$ cat config.mk
export PLATFORM = sky130hd
export DESIGN_NAME = branch_resolve_ctrl
export DESIGN_NICKNAME = d
export VERILOG_FILES = /design/src/rtl/bpu_pkg.sv /design/src/rtl/branch_resolve_ctrl_sat_counter2.sv /design/src/rtl/branch_resolve_ctrl.sv
export SDC_FILE = /design/constraint.sdc
export NUM_CORES = 1
export LEC_CHECK = 0
export CAP_MARGIN = 20
export CORE_MARGIN = 2
export CORE_UTILIZATION = 40
export CTS_BUF_LIST = sky130_fd_sc_hd__clkbuf_2 sky130_fd_sc_hd__clkbuf_4 sky130_fd_sc_hd__clkbuf_8
export DETAILED_ROUTE_END_ITERATION = 6
export PLACE_DENSITY = 0.71
export REMOVE_ABC_BUFFERS = 1
export SYNTH_ARGS = -nofsm -noshare
export SYNTH_HDL_FRONTEND = slang
export SYNTH_SLANG_ARGS = --single-unit
$ cat constraint.sdc
create_clock -name clk -period 4.45 [get_ports clk]
set_input_delay 1.1125 -clock clk [delete_from_list [all_inputs] [get_ports clk]]
set_output_delay 1.1125 -clock clk [all_outputs]
set_load 0.005 [all_outputs]
$ cat src/rtl/bpu_pkg.sv
// ---------------------------------------------------------------------------
// bpu_pkg
// Shared types and constants for the branch resolution controller.
//   branch_entry_t : one in-flight predicted branch {pc, target, dir, pred}
//   ctrl_state_t   : flush/redirect sequencer states
//   DIR_FWD/DIR_BWD: values of the branch direction bit (offset sign)
//   CTR_MAX        : saturation ceiling of the 2-bit direction counters
// Entries store addresses at BPU_ADDR_W bits; the controller's DATA_WIDTH
// must not exceed it.
// ---------------------------------------------------------------------------
package bpu_pkg;

    localparam int BPU_ADDR_W = 32;

    localparam logic       DIR_FWD = 1'b0;
    localparam logic       DIR_BWD = 1'b1;
    localparam logic [1:0] CTR_MAX = 2'b11;

    typedef struct packed {
        logic [BPU_ADDR_W-1:0] pc;
        logic [BPU_ADDR_W-1:0] target;
        logic                  dir;
        logic                  pred;
    } branch_entry_t;

    typedef enum logic [0:0] {
        IDLE     = 1'b0,
        REDIRECT = 1'b1
    } ctrl_state_t;

endpackage

$ cat src/rtl/branch_resolve_ctrl_sat_counter2.sv
// ---------------------------------------------------------------------------
// sat_counter2
// 2-bit saturating up/down counter used as a branch direction predictor.
// Ports:
//   clk  : clock, rising edge
//   rst  : synchronous active-high reset, loads INIT
//   en   : train this cycle
//   up   : 1 = count up (saturate at CTR_MAX), 0 = count down (saturate at 0)
//   ctr  : current counter value
// ---------------------------------------------------------------------------
module sat_counter2
    import bpu_pkg::*;
#(
    parameter logic [1:0] INIT = 2'b10
) (
    input  logic       clk,
    input  logic       rst,
    input  logic       en,
    input  logic       up,
    output logic [1:0] ctr
);

    logic [1:0] ctr_r;

    // Counter state: saturating train on enable, hold otherwise.
    always_ff @(posedge clk) begin
        if (rst) begin
            ctr_r <= INIT;
        end else if (en) begin
            if (up && (ctr_r != CTR_MAX)) begin
                ctr_r <= ctr_r + 2'b01;
            end else if (!up && (ctr_r != 2'b00)) begin
                ctr_r <= ctr_r - 2'b01;
            end else begin
                ctr_r <= ctr_r;
            end
        end else begin
            ctr_r <= ctr_r;
        end
    end

    assign ctr = ctr_r;

endmodule

$ cat src/rtl/branch_resolve_ctrl.sv
// ---------------------------------------------------------------------------
// branch_resolve_ctrl
// Tracks predicted conditional branches from fetch until execute resolves
// them, trains the forward/backward direction counters, and on a
// mispredict issues a one-cycle registered flush + PC redirect.
// Ports:
//   clk, rst          : clock / synchronous active-high reset
//   pushF, pcF, targetF, dirF, predF : fetched predicted branch
//   BranchE, ZeroE    : oldest branch resolves, actual outcome (1 = taken)
//   fwdTaken, bwdTaken: MSB of forward / backward direction counters
//   stallF            : queue full
//   flushBranch, PCRedirect, PCRedirectSrc : redirect sequence outputs
//   resolveErr        : sticky, resolution seen with an empty queue
//   statResolved, statMispredict : resolution statistics (BPU_STATS_EN only)
// Optional feature macro: BPU_STATS_EN
// ---------------------------------------------------------------------------
module branch_resolve_ctrl
    import bpu_pkg::*;
#(
    parameter int         DATA_WIDTH  = 32,
    parameter int         QUEUE_DEPTH = 4,
    parameter logic [1:0] CTR_INIT    = 2'b10
) (
    input  logic                  clk,
    input  logic                  rst,
    input  logic                  pushF,
    input  logic [DATA_WIDTH-1:0] pcF,
    input  logic [DATA_WIDTH-1:0] targetF,
    input  logic                  dirF,
    input  logic                  predF,
    input  logic                  BranchE,
    input  logic                  ZeroE,
    output logic                  fwdTaken,
    output logic                  bwdTaken,
    output logic                  stallF,
    output logic                  flushBranch,
    output logic [DATA_WIDTH-1:0] PCRedirect,
    output logic                  PCRedirectSrc,
    output logic                  resolveErr
`ifdef BPU_STATS_EN
    ,
    output logic [31:0]           statResolved,
    output logic [31:0]           statMispredict
`endif
);

    localparam int                    PTR_W   = $clog2(QUEUE_DEPTH);
    localparam logic [PTR_W:0]        FULL_CT = (PTR_W+1)'(QUEUE_DEPTH);
    localparam logic [DATA_WIDTH-1:0] PC_STEP = DATA_WIDTH'(32'd4);

    branch_entry_t         queue_r [QUEUE_DEPTH];
    logic [PTR_W-1:0]      rdPtr_r;
    logic [PTR_W-1:0]      wrPtr_r;
    logic [PTR_W:0]        count_r;
    ctrl_state_t           state_r;
    logic                  flush_r;
    logic                  redirSrc_r;
    logic [DATA_WIDTH-1:0] redirPc_r;
    logic                  resolveErr_r;

    branch_entry_t         headEntry_s;
    branch_entry_t         newEntry_s;
    logic                  idle_s;
    logic                  full_s;
    logic                  popValid_s;
    logic                  emptyErr_s;
    logic                  mispredict_s;
    logic                  pushOk_s;
    logic                  trainFwd_s;
    logic                  trainBwd_s;
    logic [DATA_WIDTH-1:0] redirTarget_s;
    logic [1:0]            fwdCtr_s;
    logic [1:0]            bwdCtr_s;

    // Resolution decode: pop/train/mispredict and push acceptance.
    always_comb begin
        idle_s        = (state_r == IDLE);
        full_s        = (count_r == FULL_CT);
        headEntry_s   = queue_r[rdPtr_r];
        newEntry_s    = '{pc: BPU_ADDR_W'(pcF), target: BPU_ADDR_W'(targetF),
                          dir: dirF, pred: predF};
        popValid_s    = idle_s && BranchE && (count_r != '0);
        emptyErr_s    = idle_s && BranchE && (count_r == '0);
        mispredict_s  = popValid_s && (headEntry_s.pred != ZeroE);
        // A pop frees the head slot this cycle, so a full queue still takes
        // a push alongside a pop; wrong-path pushes are discarded.
        pushOk_s      = idle_s && pushF && (!full_s || popValid_s) && !mispredict_s;
        trainFwd_s    = popValid_s && (headEntry_s.dir == DIR_FWD);
        trainBwd_s    = popValid_s && (headEntry_s.dir == DIR_BWD);
        if (ZeroE) begin
            redirTarget_s = DATA_WIDTH'(headEntry_s.target);
        end else begin
            redirTarget_s = DATA_WIDTH'(headEntry_s.pc) + PC_STEP;
        end
    end

    // Entry storage: written only on an accepted push.
    always_ff @(posedge clk) begin
        if (pushOk_s) begin
            queue_r[wrPtr_r] <= newEntry_s;
        end
    end

    // Queue pointers and occupancy; a mispredict empties the queue.
    always_ff @(posedge clk) begin
        if (rst || mispredict_s) begin
            rdPtr_r <= '0;
            wrPtr_r <= '0;
            count_r <= '0;
        end else begin
            rdPtr_r <= popValid_s ? rdPtr_r + PTR_W'(1) : rdPtr_r;
            wrPtr_r <= pushOk_s   ? wrPtr_r + PTR_W'(1) : wrPtr_r;
            case ({pushOk_s, popValid_s})
                2'b10:   count_r <= count_r + (PTR_W+1)'(1);
                2'b01:   count_r <= count_r - (PTR_W+1)'(1);
                default: count_r <= count_r;
            endcase
        end
    end

    // Redirect sequencer: REDIRECT lasts exactly one cycle.
    always_ff @(posedge clk) begin
        if (rst) begin
            state_r      <= IDLE;
            flush_r      <= 1'b0;
            redirSrc_r   <= 1'b0;
            redirPc_r    <= '0;
            resolveErr_r <= 1'b0;
        end else begin
            state_r      <= mispredict_s ? REDIRECT : IDLE;
            flush_r      <= mispredict_s;
            redirSrc_r   <= mispredict_s;
            redirPc_r    <= mispredict_s ? redirTarget_s : redirPc_r;
            resolveErr_r <= resolveErr_r | emptyErr_s;
        end
    end

    sat_counter2 #(.INIT(CTR_INIT)) uFwdCtr (
        .clk (clk), .rst (rst), .en (trainFwd_s), .up (ZeroE), .ctr (fwdCtr_s)
    );

    sat_counter2 #(.INIT(CTR_INIT)) uBwdCtr (
        .clk (clk), .rst (rst), .en (trainBwd_s), .up (ZeroE), .ctr (bwdCtr_s)
    );

`ifdef BPU_STATS_EN
    logic [31:0] statResolved_r;
    logic [31:0] statMispredict_r;

    // Resolution statistics, free-running with natural wrap.
    always_ff @(posedge clk) begin
        if (rst) begin
            statResolved_r   <= 32'd0;
            statMispredict_r <= 32'd0;
        end else begin
            statResolved_r   <= popValid_s   ? statResolved_r + 32'd1   : statResolved_r;
            statMispredict_r <= mispredict_s ? statMispredict_r + 32'd1 : statMispredict_r;
        end
    end

    assign statResolved   = statResolved_r;
    assign statMispredict = statMispredict_r;
`endif

    assign fwdTaken      = fwdCtr_s[1];
    assign bwdTaken      = bwdCtr_s[1];
    assign stallF        = full_s;
    assign flushBranch   = flush_r;
    assign PCRedirectSrc = redirSrc_r;
    assign PCRedirect    = redirPc_r;
    assign resolveErr    = resolveErr_r;

endmodule

# Word-level counts from Yosys, hierarchy flattened
# Memory sizes are Yosys's and may differ from the RTL's. A register that Yosys moved wholly into a read port is not among the register bits.
# Cells that the tools add are included.
totals:
  mem_count: 1
  out_inout_bits: 38
  in_bits: 71
  elab_cells: 66
  ff_bits: 46
  mem_bits_rw: 264
op_classes:
  n_bitwise: 3
  n_eq_ne: 6
  muxes: 11
  add_sub_neg: 9
  n_reduce_logical: 27
mem_list:
  columns: ["memory", "depth", "word_bits", "read_ports", "rd_ports_with_merged_regs", "wr", "line", "text"]
  rows:
  - ["queue_r", 4, 66, 1, 1, 1, "branch_resolve_ctrl.sv:51", "branch_entry_t queue_r [QUEUE_DEPTH];"]
op_table:
  columns: ["cell", "n"]
  rows:
  - ["$add A32 B3 Y32 const B", 1]
  - ["$mux W32", 1]
  - ["$logic_and A1 B1 Y1", 13]
  - ["$mux W2", 6]
  - ["$reduce_bool A2 Y1", 5]
  - ["$add A2 B1 Y2 const B", 4]
  - ["$pmux W3 S2", 1]
  - ["$ne A2 B2 Y1 const B", 2]
  - ["$reduce_and A2 Y1", 2]
  - ["$sub A2 B1 Y2 const B", 2]
  - ["$add A3 B1 Y3 const B", 1]
  - ["$eq A3 B3 Y1 const B", 1]
  - ["$logic_not A1 Y1", 3]
  - ["$logic_not A3 Y1", 1]
  - ["$mux W1", 3]
  - ["$reduce_bool A3 Y1", 1]
  - ["$sub A3 B1 Y3 const B", 1]
  - ["$eq A2 B1 Y1 const B", 1]
  - ["$eq A2 B2 Y1 const B", 1]
  - ["$logic_or A1 B1 Y1", 2]
  - ["$not A1 Y1", 2]
  - ["$ne A1 B1 Y1", 1]
  - ["$or A1 B1 Y1", 1]

# Longest topological paths before layout
# Gate-level depths: netlist of the first run.
depth:
  word_depth: 8
  mapped_depth: 14
  ltp_nobuf: 13

# Cells and area by module
# From an unflattened synthesis of the first run, not the netlist that was laid out.
hier_totals:
  cells_unflattened: 678
  area_unflattened_um2: 12320.6
modules_own_cells:
  columns: ["module", "area_per_inst_um2", "seq_area_each_um2", "cells_per_inst", "n_inst"]
  rows:
  - ["branch_resolve_ctrl", 12105.4, 8788.4, 656, 1]
  - ["sat_counter2", 107.6, 40.0, 11, 2]

# Worst setup path before layout of the first run
# OpenSTA, ideal clock, no wires.
synth_path:
  path_kind: "input-to-reg"
  from: "input BranchE"
  to: "memory queue_r[0][0] (netlist name) (enable)"
  path_slack_ps: 411
  path_buffers: 1
  cell_stages: 6
  required_ps: 4018
  setup_time_ps: 432
  arrival_time_ps: 3608
  cell_sequence: "nor2b_1 > nand2b_1 > clkinv_1 > nand2_1 > clkbuf_1 > and3_1"
synth_between:
  elab_chain_cells: 7
  elab_cells_between_ends: 9
  cone_classes: "2 x mux; 7 x reduce/logical"
synth_lines:
  columns: ["element", "line", "text"]
  rows:
  - ["start: declaration", "branch_resolve_ctrl.sv:31", "input logic BranchE,"]
  - ["$logic_and A1 B1 Y1 * (2 in a row)", "branch_resolve_ctrl.sv:82", "popValid_s = idle_s && BranchE && (count_r != '0);"]
  - ["net popValid_s", "branch_resolve_ctrl.sv:65", "logic popValid_s;"]
  - ["$logic_or A1 B1 Y1 / $logic_and A1 B1 Y1 (equally long branches)", "branch_resolve_ctrl.sv:87, branch_resolve_ctrl.sv:84", null]
  - ["$logic_and A1 B1 Y1 / $logic_not A1 Y1 (equally long branches)", "branch_resolve_ctrl.sv:87", "pushOk_s = idle_s && pushF && (!full_s || popValid_s) && !mispredict_s;"]
  - ["$logic_and A1 B1 Y1 *", "branch_resolve_ctrl.sv:87", null]
  - ["$mux W1 *", "branch_resolve_ctrl.sv:99", "if (pushOk_s) begin"]
  - ["$mux W1 (implied by the code) *", "branch_resolve_ctrl.sv:100", "queue_r[wrPtr_r] <= newEntry_s;"]
  - ["end: declaration", "branch_resolve_ctrl.sv:51", null]
# The timed path passes the listed nets; every way through them passes the cells marked *.

# Final worst setup path of the first run
layout_path:
  from: "input BranchE"
  to: "register count_r[2]"
layout_between:
  elab_chain_cells: 7
  elab_cells_between_ends: 12
  cone_classes: "2 x eq/ne; 1 x mux; 9 x reduce/logical"
layout_lines:
  columns: ["element", "line", "text"]
  rows:
  - ["$logic_and A1 B1 Y1 * (2 in a row)", "branch_resolve_ctrl.sv:82", null]
  - ["net popValid_s", "branch_resolve_ctrl.sv:65", null]
  - ["$logic_or A1 B1 Y1 / $logic_and A1 B1 Y1 (equally long branches)", "branch_resolve_ctrl.sv:87, branch_resolve_ctrl.sv:84", null]
  - ["$logic_and A1 B1 Y1 / $logic_not A1 Y1 (equally long branches)", "branch_resolve_ctrl.sv:87", null]
  - ["$logic_and A1 B1 Y1", "branch_resolve_ctrl.sv:87", null]
  - ["$eq A2 B1 Y1 / $eq A2 B2 Y1 (equally long branches)", "branch_resolve_ctrl.sv:113", "case ({pushOk_s, popValid_s})"]
  - ["$pmux W3 S2 / $reduce_bool A2 Y1 (equally long branches)", null, null]
  - ["end signal: assignment", "branch_resolve_ctrl.sv:114", "2'b10: count_r <= count_r + (PTR_W+1)'(1);"]
  - ["end signal: assignment", "branch_resolve_ctrl.sv:115", "2'b01: count_r <= count_r - (PTR_W+1)'(1);"]
  - ["end signal: assignment", "branch_resolve_ctrl.sv:116", "default: count_r <= count_r;"]
  - ["end: declaration", "branch_resolve_ctrl.sv:54", "logic [PTR_W:0] count_r;"]
# Marked as above.
# A chain may end at the register's enable or synchronous reset.

==> results summary, run 1 <==
In the global route stage, overall resource usage came out at 0.161. The routed length on met1 came out at 10,600 um. TritonCTS created 45 clock buffers. The first global-routing pass estimated 38,500 um of wire. By area, the combinational part of the netlist is dominated by multiplexers. At the end of the flow, the number of nets in the layout was 883. The highest metal layer used by the detailed router is met4. In the routed design, unresolved DRC markers number 0. The tree is rooted in a sky130_fd_sc_hd__clkbuf_8. For the final routed database, the setup TNS stands at 0 ns. The detailed placement HPWL came out at 16,500 um. The overall die height is 179 um. The clock latency on the worst-skew pair is 0.55 ns. Dividing total power by cell area gives a power density of 560 nW/um2. The setup path with the least slack is of type in -> reg. The complex-gate fraction of the synthesized area came out at 0.0390. The number of synthesized flops with an enable pin is 264.

The xor and xnor area share after synthesis is 0.0244. The signed area change from the synthesized netlist to the final layout came out at 21.1%. Setup repair after global routing left no endpoint under its margin. The effective utilization at floorplan came out at 0.409.

For this run, the share of the core covered by cells in the final layout is 0.495. The multiplexer share of the synthesized area came out at 0.127. For this run, the number of Yosys warnings is 0. The run finished with clean final reports. Setup slack on the critical path of the routed design comes to 1.11 ns. The slew at the pin closest to its max-slew limit is 0.828 ns. The number of DRC violations after detailed-routing iteration 0 is 486. The total area of sequential cells is 8870 um2.

The setup slack after placement is 0.588 ns. The post-cts hold buffer count came out at 0. Static timing analysis puts the maximum clock frequency at 300 MHz. The pin count of the biggest net entering global routing came out at 39. The core area came out at 29,900 um2. The number of standard cells after synthesis came out at 661. The count of boundary I/O pins is 109. The routed wire length on met3 is 1670 um. The worst hold path belongs to the class reg -> reg. The flip-flop and latch count after synthesis came out at 311. Of the total synthesized cell area, the portion taken by AND, OR, NAND and NOR gates is 0.0567. The maximum root-to-sink buffer count is 3. The area share of the largest cell type after synthesis came out at 0.649.

The peak fanout along the critical path came out at 12. The number of maximum-capacitance constraint violations is 0. After clock tree synthesis, the clock-pin slew on the worst setup and hold paths is 0.06 ns. Headroom to the max-slew limit came out at 0.446. The primary flip-flop cell chosen by synthesis mapping is sky130_fd_sc_hd__edfxtp_1. TritonCTS built the clock tree. The standard-cell row count came out at 63. After synthesis, the cell types taking the most area are sky130_fd_sc_hd__edfxtp_1 (65%), sky130_fd_sc_hd__mux4_2 (11%), sky130_fd_sc_hd__dfxtp_1 (7.7%).

After detailed routing, the average wire length per cell comes to 20.4 um. The kind of end point of the critical path is a flop. The number of port buffers is 108.

The number of max-slew violations in the final report came out at 0. Summed over all instances, the cell type with the most area after synthesis is sky130_fd_sc_hd__edfxtp_1. The sequential fraction of the synthesis area is 0.726. The post-CTS repair timing setup buffer count is 0. Of the available clock period, the critical path in the final layout requires 0.750. The maximum resistive drop on vdd came out at 0.000255 V. The wire length on met2 came out at 12,400 um. The residual overflow from global routing came out at 0. After synthesis, the netlist uses 56 different library cells. The routability congestion estimate from global placement is 0.729. The count of vias placed by the detailed router came out at 6,445. The initial antenna violation count is 3. The pre-antenna-repair detailed-routing pass consisted of 7 iterations. The number of antenna-violating nets in the routed design came out at 0.

The placed standard-cell area came out at 13,800 um2. STA puts the critical path data required time at 4.87 ns. The area of all placed cells without fillers is 14,800 um2. The static leakage power came out at 4.75 nW. The final period demand of the worst path is 3.34 ns. The area of the die came out at 32,000 um2.

Setup violations remaining at the end of the flow were counted as 0. The design draws 8.28 mW. After detailed routing, the number of vias per cell comes to 5.22.

STA classifies the critical path startpoint as an input pin. The final count of hold timing violations came out at 0. The post-detailed-routing wire length is 25,200 um. The floorplan step set the die width to 179 um. The async set or reset register ratio after synthesis is 0.

A synthesized cell averages 18.5 um2. The clock arrives with 0.0191 ns of skew. The signal arrival time at the worst endpoint came out at 3.76 ns.

The adder and majority gate portion of the synthesized area came out at 0.00778. The share of final-layout standard cells stronger than drive strength 1 is 0.224. The number of gates resized after CTS was 0. The number of global-route vias before repair came out at 6,786. The number of H-tree levels is 2. The multi-input combinational cell area is 3110 um2. The clock sink total came out at 311. The area of the mapped netlist is 12,200 um2. The final-layout fill cell count came out at 2,427.
## stage by stage
stage | instances | hold WS, ns
final | 1235 | 0.455
after global routing | 1234 | 0.467
after CTS | 1232 | 0.459
after detailed placement | 1148 | 0.451
after global placement | 1148 | 0.433
after floorplan | 630 | 0.439
## kinds of logic (layout without fill, tap and decap cells)
kind of cell / after synthesis / count (layout)
AOI/OAI and AO/OA: 74 / 74
xor gates and xnor gates: 34 / 34
adders and majority gates: 7 / 7
buffers and inverters: 46 / 227
DFF: 311 / 311
muxes: 70 / 70
other: 0 / 3
and+or+nand+nor: 119 / 119
## worst paths after layout
kind | from | endpoint | slack [ns] | depth (start not counted)
setup / recovery | BranchE | count_r[2] | 1.11 | 14
hold / removal | PCRedirect[20] | PCRedirect[20] | 0.45 | 2
setup reg to reg | flop | count_r[2] | 1.29 | 12
hold reg to reg | PCRedirect[20] | PCRedirect[20] | 0.45 | 2
## layout make-up
type,instances,area share
multi-input combinational,304,0.211
antenna,3,0.000508
tap,390,0.0330
clock buffer,74,0.0608
inverter,15,0.00381
clock inverter,10,0.00398
timing repair buffer,128,0.0875
sequential,311,0.600
## state kept, by name, summed over array words and instances (netlist names), named ones only
name,flops
PCRedirect,32
wrPtr_r,2
uFwdCtr.ctr,2
resolveErr,1
rdPtr_r,2
count_r,3
uBwdCtr.ctr,2
state_r,1
queue_r,264
## worst max-delay path: stages
cell and delay (ns):
sky130_fd_sc_hd__clkdlybuf4s50_1 0.48, sky130_fd_sc_hd__nor2b_1 0.18, sky130_fd_sc_hd__nand2b_1 0.17, sky130_fd_sc_hd__clkinv_1 0.19
sky130_fd_sc_hd__nand2_1 0.28, sky130_fd_sc_hd__and2_1 0.24, sky130_fd_sc_hd__inv_1 0.05, sky130_fd_sc_hd__ha_1 0.16
sky130_fd_sc_hd__inv_1 0.06, sky130_fd_sc_hd__fa_1 0.37, sky130_fd_sc_hd__xor2_1 0.15, sky130_fd_sc_hd__nor2_1 0.11
sky130_fd_sc_hd__xnor2_1 0.13, sky130_fd_sc_hd__nor2_1 0.05
## layout by cell type (no fill, tap or decap), types with 11 or more instances in the layout
cell type,count
sky130_fd_sc_hd__inv_1,14
sky130_fd_sc_hd__o21ai_0,11
sky130_fd_sc_hd__mux4_2,61
sky130_fd_sc_hd__a21oi_1,14
sky130_fd_sc_hd__nand2_1,23
sky130_fd_sc_hd__buf_4,15
sky130_fd_sc_hd__xnor2_1,25
sky130_fd_sc_hd__clkbuf_8,55
sky130_fd_sc_hd__edfxtp_1,264
sky130_fd_sc_hd__dfxtp_1,45
sky130_fd_sc_hd__nor2_1,37
sky130_fd_sc_hd__clkdlybuf4s50_1,108
sky130_fd_sc_hd__a22oi_1,16
sky130_fd_sc_hd__clkbuf_4,19
## synthesized netlist by cell type, types with 6 or more instances
cell                       number
sky130_fd_sc_hd__a211oi_1       6
sky130_fd_sc_hd__and3_1         9
sky130_fd_sc_hd__nand2_1       23
sky130_fd_sc_hd__edfxtp_1     264
sky130_fd_sc_hd__clkbuf_1      11
sky130_fd_sc_hd__dfxtp_1       47
sky130_fd_sc_hd__nor2_1        37
sky130_fd_sc_hd__mux4_2        61
sky130_fd_sc_hd__nand3_1        9
sky130_fd_sc_hd__xor2_1         9
sky130_fd_sc_hd__o21ai_1        9
sky130_fd_sc_hd__ha_1           6
sky130_fd_sc_hd__buf_2         13
sky130_fd_sc_hd__nor3_1         8
sky130_fd_sc_hd__inv_1         14
sky130_fd_sc_hd__o21ai_0       11
sky130_fd_sc_hd__a21oi_1       14
sky130_fd_sc_hd__xnor2_1       25
sky130_fd_sc_hd__a22oi_1       16
## layer usage
metal,up-vias,track usage
met3,45,0.0407
met1,3271,0.203
li1,2939,-
met5,-,0
met4,0,0.0532
met2,190,0.272
## power breakdown
part / internal [mW] / switching (mW) / total (mW) / leakage (nW)
registers: 3.67 / 0.195 / 3.87 / 2.80
logic: 1.00 / 1.10 / 2.10 / 1.44
clock network: 1.28 / 1.03 / 2.31 / 0.512
(Power assumes the default switching activity.)
==> run 2: changes to the inputs <==
PLACE_DENSITY = 0.73   (was 0.71)
clock period = 2.8 ns   (was 4.45 ns; I/O delays follow)
==> run 2 against run 1 <==
Total power grew 63%. Setup slack lost 0.93 ns. First-iteration DRC count grew 27%. Final cell count grew 0.89%. Largest cell class unchanged.
==> results summary, run 2 (synthesis results as in run 1) <==
The detailed-routing iteration count for the pre-antenna-repair pass came out at 5. The final-layout fill cell count is 2,377. The clock sink total is 311. The met3 usage in global routing is 0.0375. The utilization after layout came out at 0.502. 109 I/O pins were placed.

The worst setup path is of the reg -> reg kind. The share of total power dissipated in the clock network is 0.287. The number of max-slew violations in the final report was 0.

The run finished with clean final reports. The cell count after placement is 1,160. Setup violations remaining at the end of the flow were counted as 0.

Leaving out fill and tap cells, the most frequent cell in the layout is sky130_fd_sc_hd__edfxtp_1. The share of the clock period used by the worst path is 0.933. The routability congestion estimate from global placement came out at 0.742. The peak fanout along the critical path came out at 7. The number of maximum-capacitance constraint violations came out at 0.

Before CTS, the worst setup slack after placement is -0.197 ns. The number of antenna-violating nets in the routed design is 0. The routed length per instance is 20.2 um.

For this configuration, the core starts out at a cell density of 0.409. Counting flops per register, the top entry is queue_r. Static timing analysis puts the maximum clock frequency at 383 MHz.

The number of global-route vias before repair came out at 6,867. Buffers added to address setup during post-CTS repair amount to 0. The count of vias placed by the detailed router came out at 6,497. The power per standard cell area came out at 902 nW/um2. The busiest layer in global routing is met2.

The number of buffer and inverter instances along the worst setup path is 2. The maximum clock skew at final layout is 0.0311 ns. The number of nets in the layout is 897.

Walking the worst path, the cells encountered are mux4_2, xnor2_1, nand2_1, and2_1, inv_1, ha_1, inv_1, fa_1, xor2_1, nor2_1, xnor2_1, nor2_1. The area of the die is 32,000 um2. The maximum cell stage delay along the critical path came out at 0.59 ns. Setup repair after global routing left no endpoint under its margin. The final count of hold timing violations is 0. The maximum resistive drop on vdd is 0.000349 V. The total area of sequential cells came out at 8870 um2.

The internal power contribution came out at 9.76 mW. The overall power after layout is 13.5 mW. Summing all multi-input logic gate instances after layout gives 3110 um2.

The met1 routing resource usage after global routing came out at 0.212. In this run, post-CTS hold repair placed 0 buffers. The slew at the pin closest to its max-slew limit is 0.605 ns.

The post-detailed-routing wire length came out at 25,200 um. The initialized floorplan defines 63 standard-cell rows. For met2 alone, demand over resource in global routing was 0.272.

For this run, design rule violations remaining after detail routing come to 0. The minimum setup slack in the final design is 0.189 ns. From synthesis to final layout, the design area changed by 22.8%. The number of vias per cell after detailed routing came out at 5.21. The share of final-layout standard cells stronger than drive strength 1 is 0.231. On the final layout, the worst hold slack is 0.450 ns. The clock latency on the worst-skew pair is 0.56 ns.

In the layout the commonest cells are sky130_fd_sc_hd__edfxtp_1 (264), sky130_fd_sc_hd__clkdlybuf4s50_1 (108), sky130_fd_sc_hd__mux4_2 (61). The maximum root-to-sink buffer count came out at 3. The number of DRC violations after detailed-routing iteration 0 is 619. The count of buffers added on input and output ports is 108.

Summed over all nets, the half-perimeter wirelength after detailed placement is 16,200 um. For this run the aggregate overflow at the end of global routing stands at 0. The root buffer cell chosen for the clock tree is sky130_fd_sc_hd__clkbuf_8. The total clock buffers created by CTS is 47. The class of the worst hold path is reg -> reg. The post-CTS resize count is 0. The power share of the combinational group came out at 0.263. The repair_antennas step left the layout with diodes totalling 0. The first global-routing pass estimated 38,900 um of wire. The number of flip-flops in the largest register came out at 264.

STA classifies the critical path endpoint as a flop. The share of total power dissipated in sequential elements is 0.450. The core area is 29,900 um2. The overall die height is 179 um. For this design the static power due to leakage is 4.86 nW. Measured against its own limit, the worst slew margin works out to 0.596. The pin count of the biggest net entering global routing is 35. The die outline width is 179 um. Broken down by cell family, the worst path's largest delay share belongs to multiplexers. The net switching power came out at 3.78 mW. The clock slew seen by the registers of the worst setup and hold paths came out at 0.06 ns. For this design, the slowest cell found on the critical path is sky130_fd_sc_hd__mux4_2. STA puts the critical path data required time at 3.22 ns.

TritonCTS built the clock tree. STA classifies the critical path startpoint as a flop. The final period demand of the worst path came out at 2.61 ns. The number of standard cells in the layout, taps in and fillers out came out at 1,246. The signal arrival time at the worst endpoint came out at 3.03 ns. The number of H-tree levels is 2. The share of total power consumed by net switching is 0.279. The aggregate global-route resource usage came out at 0.162.

The initial antenna violation count is 1.
[run 2: area by class of cell]
| class | count | area share |
|---|---|---|
| Clock inverter | 26 | 0.0149 |
| Clock buffer | 60 | 0.0517 |
| Timing Repair Buffer | 140 | 0.0981 |
| Tap cell | 390 | 0.0325 |
| Inverter | 15 | 0.00375 |
| Sequential cell | 311 | 0.591 |
| Multi-Input combinational cell | 304 | 0.208 |
[run 2: worst register-to-register path, stage by stage (launching register included)]
cell and delay [ns]:
sky130_fd_sc_hd__dfxtp_4 0.39, sky130_fd_sc_hd__mux4_2 0.60, sky130_fd_sc_hd__xnor2_1 0.20, sky130_fd_sc_hd__nand2_1 0.09
sky130_fd_sc_hd__and2_1 0.14, sky130_fd_sc_hd__inv_1 0.05, sky130_fd_sc_hd__ha_1 0.17, sky130_fd_sc_hd__inv_1 0.06
sky130_fd_sc_hd__fa_1 0.37, sky130_fd_sc_hd__xor2_1 0.15, sky130_fd_sc_hd__nor2_1 0.12, sky130_fd_sc_hd__xnor2_1 0.13
sky130_fd_sc_hd__nor2_1 0.06
[run 2: power by group through the flow]
stage	Sequential, mW	Clock, mW	Combinational, mW
2_1_floorplan	6.35	0	2.12
3_3_place_gp	6.16	0	3.53
3_5_place_dp	6.19	0	3.60
4_1_cts	6.09	3.97	3.62
5_1_grt	6.15	4.18	3.88
6_report	6.09	3.89	3.56
[run 2: stage by stage]
stage	cell area [um2]	TNS (ns)
after CTS	15000	0
after detailed placement	14000	-0.241
after floorplan	12000	-959.13
after global placement	14000	-0.180
after global routing	15000	0
final	15000	0
[run 2: worst paths after layout]
check | end | from | slack, ns | depth (start not counted)
max reg2reg | count_r[2] | flop | 0.19 | 12
max | count_r[2] | flop | 0.19 | 12
min | PCRedirect[20] | PCRedirect[20] | 0.45 | 2
min reg2reg | PCRedirect[20] | PCRedirect[20] | 0.45 | 2
[run 2: metal layers]
metal	up-vias	wire length, um
met5	-	0
met4	0	522
met3	49	1440
met2	185	12300
met1	3298	11000
li1	2965	-
